File: config.mk
export PLATFORM = sky130hd
export DESIGN_NAME = store_buffer
export DESIGN_NICKNAME = d
export VERILOG_FILES = /design/src/rtl/store_buffer.sv
export SDC_FILE = /design/constraint.sdc
export NUM_CORES = 1
export LEC_CHECK = 0
export ABC_AREA = 0
export CORE_AREA = 2 2 162 164
export DETAILED_ROUTE_END_ITERATION = 10
export DIE_AREA = 0 0 164 166
export DONT_BUFFER_PORTS = 1
export PLACE_DENSITY = 0.75
export RECOVER_POWER = 50
export REMOVE_ABC_BUFFERS = 1
export SYNTH_ARGS = -nofsm -noshare
export SYNTH_HDL_FRONTEND = slang
export SYNTH_SLANG_ARGS = --single-unit
File: constraint.sdc
create_clock -name clk -period 4.15 [get_ports clk]
set_input_delay 0.83 -clock clk [delete_from_list [all_inputs] [get_ports clk]]
set_output_delay 0.83 -clock clk [all_outputs]
set_load 0.01 [all_outputs]
File: src/rtl/store_buffer.sv
// Store buffer: queues processor stores that hit the MMIO window and drains
// them in order over a valid/ready peripheral bus.
module store_buffer #(
  parameter int          DEPTH     = 4,
  parameter logic [31:0] MMIO_BASE = 32'h0000_1000
) (
  input  logic                   clk,
  input  logic                   reset,
  input  logic                   MemWrite,
  input  logic [31:0]            ALUResult,
  input  logic [31:0]            WriteData,
  output logic                   Stall,
  output logic                   bus_valid,
  output logic [31:0]            bus_addr,
  output logic [31:0]            bus_data,
  input  logic                   bus_ready,
  output logic [$clog2(DEPTH):0] count,
  output logic                   empty
);
  localparam int AW = $clog2(DEPTH);
  localparam int CW = AW + 1;
  localparam logic [CW-1:0] FULL_CNT = CW'(DEPTH);

  logic [31:0]   r_mem_addr [DEPTH];
  logic [31:0]   r_mem_data [DEPTH];
  logic [AW-1:0] r_head;
  logic [AW-1:0] r_tail;
  logic [CW-1:0] r_count;
  logic [31:0]   r_bus_addr;
  logic [31:0]   r_bus_data;

  logic          w_hit;
  logic          w_full;
  logic          w_push;
  logic          w_pop;
  logic [AW-1:0] w_next_head;
  logic [CW-1:0] w_next_count;
  logic [31:0]   w_next_addr;
  logic [31:0]   w_next_data;

  // Handshake decode and next-state computation.
  always_comb begin
    w_hit       = (ALUResult[31:12] == MMIO_BASE[31:12]);
    w_full      = (r_count == FULL_CNT);
    w_push      = MemWrite & w_hit & ~w_full;
    w_pop       = (r_count != {CW{1'b0}}) & bus_ready;
    w_next_head = w_pop ? (r_head + AW'(1)) : r_head;
    case ({w_push, w_pop})
      2'b10:   w_next_count = r_count + CW'(1);
      2'b01:   w_next_count = r_count - CW'(1);
      default: w_next_count = r_count;
    endcase
    // The presented entry is registered; it may be the one written on this same edge.
    if (w_next_count == {CW{1'b0}}) begin
      w_next_addr = r_bus_addr;
      w_next_data = r_bus_data;
    end else if (w_push && (r_tail == w_next_head)) begin
      w_next_addr = ALUResult;
      w_next_data = WriteData;
    end else begin
      w_next_addr = r_mem_addr[w_next_head];
      w_next_data = r_mem_data[w_next_head];
    end
  end

  // Entry storage; contents are meaningless while not occupied, so no reset.
  always_ff @(posedge clk) begin
    if (w_push) begin
      r_mem_addr[r_tail] <= ALUResult;
      r_mem_data[r_tail] <= WriteData;
    end
  end

  // Pointers, occupancy and presented head entry.
  always_ff @(posedge clk) begin
    if (reset) begin
      r_head     <= {AW{1'b0}};
      r_tail     <= {AW{1'b0}};
      r_count    <= {CW{1'b0}};
      r_bus_addr <= 32'h0000_0000;
      r_bus_data <= 32'h0000_0000;
    end else begin
      r_head     <= w_next_head;
      r_tail     <= w_push ? (r_tail + AW'(1)) : r_tail;
      r_count    <= w_next_count;
      r_bus_addr <= w_next_addr;
      r_bus_data <= w_next_data;
    end
  end

  assign Stall     = MemWrite & w_hit & w_full;
  assign bus_valid = (r_count != {CW{1'b0}});
  assign empty     = (r_count == {CW{1'b0}});
  assign count     = r_count;
  assign bus_addr  = r_bus_addr;
  assign bus_data  = r_bus_data;

endmodule

==> metrics list <==
- Power comes to 6.55 mW.
* Post-CTS setup repair buffer count: 0
- Worst stage delay on the critical path: 470 ps
- Adder and majority cell fraction of the synthesized area: 0.550%
* Required time at the worst-slack endpoint: 4530 ps
* Number of buffers and inverters on the critical path: 4
- Clock H-tree levels: 2
- Cell depth of the worst flop-to-flop path: 14
* Boundary pin count: 138
- Of the total synthesized cell area, the portion taken by AND, OR, NAND and NOR gates is 6.92%.
* Most used flip-flop cell after synthesis: edfxtp_1
- Yosys printed 0 warnings.
* CP Data Arrival Time: 4010 ps
* Capture instance of the worst register-to-register path: bus_data[16]
- IR analysis of the VDD net gives a maximum drop of 348 uV.
* Hold-fix buffer count after cts: 0
- The min-delay analysis places its worst path in the category in2reg.
- Num CTS Buffers: 35
* DIE WIDTH: 164 um
- Slew Limit Fails: 0
- Antenna diodes: 0
- Drt first pass iters: 5
- The first routing iteration left 723 violations.
* Overall die height: 166 um
- Gate count after technology mapping: 1163
* Core box area: 25600 um^2
- Worst-path maximum fanout: 43
- Launching element type of the critical path: flip-flop
- The number of global-route vias before repair was 9404.
* Ordered cell list for the critical path: clkbuf_1 -> nor3b_2 -> and4b_1 -> and2_0 -> inv_1 -> ha_1 -> inv_1 -> fa_1 -> xnor3_1 -> o2bb2ai_1 -> nor2_4 -> buf_12 -> o21ai_0 -> o21ai_0
- Static timing analysis puts the maximum clock frequency at 275 MHz.
- Once the floorplan was initialized, standard cells occupied 58.6% of the core.
- The startpoint identified for the worst register-to-register timing path is count[2].
- In this run the power density over the cells is 398 nW/um^2.
- Proportion of register bits with asynchronous set or reset after synthesis: 0%
- Pin count of the biggest net entering global routing: 195
- The final count of hold timing violations was 0.
- The flow ran to the end, and the final reports show no timing, DRC or antenna violations.
- Family of cells with the greatest summed delay on the critical path: simple AND/OR/NAND/NOR gates
- Routability-driven placement congestion ratio: 0.789
* Global Route Usage Sum: 23.4%
- TritonCTS built the clock tree.
- Multiplexer fraction of the synthesized cell area: 13.8%
* Final antenna-violating net count: 0
- In this run the static leakage power is 5.26 nW.
- The filler cells instantiated in the layout total 1873.
- After legalization and detailed placement, the total HPWL measured 18000 um.
- The count of buffers added on input and output ports is 0.
- After detailed routing, the average wire length per cell comes to 21.2 um.
* Number of instances on the worst hold path: 1
- First-pass GRT wire length: 49600 um
- Slew at the pin with the worst max-slew slack: 999 ps
- # Max-Cap Violations: 0
- Dominant combinational cell family by area after synthesis: compound AO/OA/AOI/OAI gates
- Start-to-end type of the worst setup path: reg2reg
- FP Rows: 59
- Clock sinks: 327
- The synthesized netlist devotes 0.734% of its cell area to XOR and XNOR gates.
- The worst hold path begins at reset.
- In this run, synthesis produced a sequential element count of 327.
* Fraction of final layout cells sized beyond drive strength 1: 9.02%
- Mean cell area of the mapped netlist: 12.9 um^2
- The finished layout holds 1488 standard cells, fillers aside.
- Source-to-sink clock delay at the later pin of the worst-skew pair: 510 ps
- Slowest-stage cell, CP: o2bb2ai_1
- Detailed-route wire length: 31500 um
- Vias: 9445
- Dividing the detail-routed via count by the number of cells gives 6.35.
* Max-slew headroom: 33.4%
* Residual DRC: 0
* Post-synth EDFFs: 256
- After the last flow step, the layout net total stands at 1201.
- Resized cells post-CTS: 0
* Worst reg2reg setup slack: 520 ps
- Clock Skew: 13.2 ps
- The initial antenna violation count came to 0.
- Number of cells in the design after placement: 1425
* Share of the synthesized area in compound gates (AO/OA/AOI/OAI): 14.3%
- Shortest period the worst path allows: 3630 ps
- Area growth from synthesis to layout: 9.74%
- The total overflow left after global routing is 0.
* RSZ-0062 raised after global routing: no
- The die covers 27200 um^2.
- Period Utilization, post-route: 87.5%
- For hold timing, the worst endpoint is r_head[1].
- Number of buffers between clock root and the deepest sink: 3
- The synthesized netlist occupies a cell area of 15000 um^2.
- Clock transition at path regs: 60 ps
- The tree is rooted in a clkbuf_16.
- Setup violations remaining at the end of the flow were counted as 0.
* Share of synthesized area occupied by flip-flops and latches: 60.7%
- Cell variety after synth: 44
* Critical path capture point type: flip-flop
==> cell usage after synthesis (2+ instances only) <==
cell type,count,area share (%)
nand2_1,63,1.6
nand4_1,2,0.083
xor2_1,3,0.18
nor3_1,2,0.067
nor4b_1,2,0.12
buf_1,2,0.050
clkbuf_1,59,1.5
buf_2,34,1.1
nor2_1,14,0.35
a211oi_1,172,8.6
mux2i_1,163,11
nor2b_1,87,3.6
nor4_1,4,0.17
or3_1,3,0.13
nand3_1,3,0.10
inv_1,8,0.20
ha_1,5,0.42
nand3b_1,2,0.10
o21ai_0,106,3.5
o31ai_1,2,0.10
nor3b_1,2,0.10
a32oi_1,2,0.12
dfxtp_1,71,9.5
edfxtp_1,256,51
and3_1,5,0.21
a21oi_1,49,1.6
xnor2_1,7,0.41
mux4_2,19,2.9
==> stage by stage <==
step / setup TNS (ps) / hold slack [ps] / utilization, % / cell area (um^2) / setup WS (ps)
after detailed placement: 0 / 500 / 59.9 / 15400 / 329
after global placement: 0 / 493 / 59.9 / 15400 / 422
after floorplan: -1108390 / 474 / - / 14600 / -16430
after global routing: 0 / 363 / 64.3 / 16500 / 287
final: 0 / 384 / 64.3 / 16500 / 518
after CTS: 0 / 362 / 64.3 / 16500 / 734
==> state kept, by name, summed over array words and instances (netlist names) <==
register and cells:
r_head 2, bus_data 32, r_tail 2, r_mem_addr 128, r_mem_data 128, count 3
bus_addr 32
==> final cells by class <==
cell class	instances	area, um^2	share of cell area, %
inverters	9	36.3	0.220
well taps	335	419	2.54
clock inverters	13	113	0.684
clock buffers	50	1020	6.17
multi-input cells	730	5500	33.4
flip-flops and latches	327	9120	55.3
repair buffers	24	273	1.66
==> logic make-up after synthesis <==
kind of cell	after synthesis
adder cells (fa/ha/maj)	6
AO/OA/AOI/OAI	336
XOR/XNOR	11
AND/OR/NAND/NOR	194
multiplexers	183
flip-flops	327
buffers and inverters	106
==> metal layers <==
layer	global-route usage (%)	share of wire, %	wire [um]
met1	30.6	42	13300
met2	39.4	49	15400
met3	5.42	7.0	2190
met4	6.52	2.1	661
met5	0	0	0
==> worst max-delay path by stage <==
stage / startpoint / to / slack (ps) / depth (start not counted)
floorplan: count[0] / bus_addr[13] / -16430 / 10
global placement: ALUResult[13] / bus_data[19] / 420 / 13
detailed placement: ALUResult[13] / bus_data[8] / 330 / 13
CTS: ALUResult[13] / bus_addr[4] / 730 / 13
global route: count[2] / bus_data[3] / 290 / 14
finish: count[2] / bus_data[16] / 520 / 14
==> power by group <==
part / switching (mW) / leakage (nW) / internal, mW
registers: 0.00000267 / 2.87 / 3.53
clock network: 1.18 / 0.553 / 1.83
logic: 0.0145 / 1.84 / 0.00537
total: 1.20 / 5.26 / 5.36
==> layout by cell type, fill, tap and decap left out, drive strengths merged, types with 2 or more instances in the layout <==
master	instances
dfxtp	71
o21ai	106
nand3b	2
mux4	19
nand4	2
edfxtp	256
nor2b	87
bufinv	2
ha	5
clkbuf	52
o31ai	2
nor4	4
nand2	63
a21oi	49
xor2	3
or3	3
nand3	3
a211oi	172
nor3	2
nor3b	3
inv	9
xnor2	7
mux2i	163
and3	5
nor2	14
nor4b	2
clkinv	10
buf	22
a32oi	2
Power figures use the tool's default switching activity.
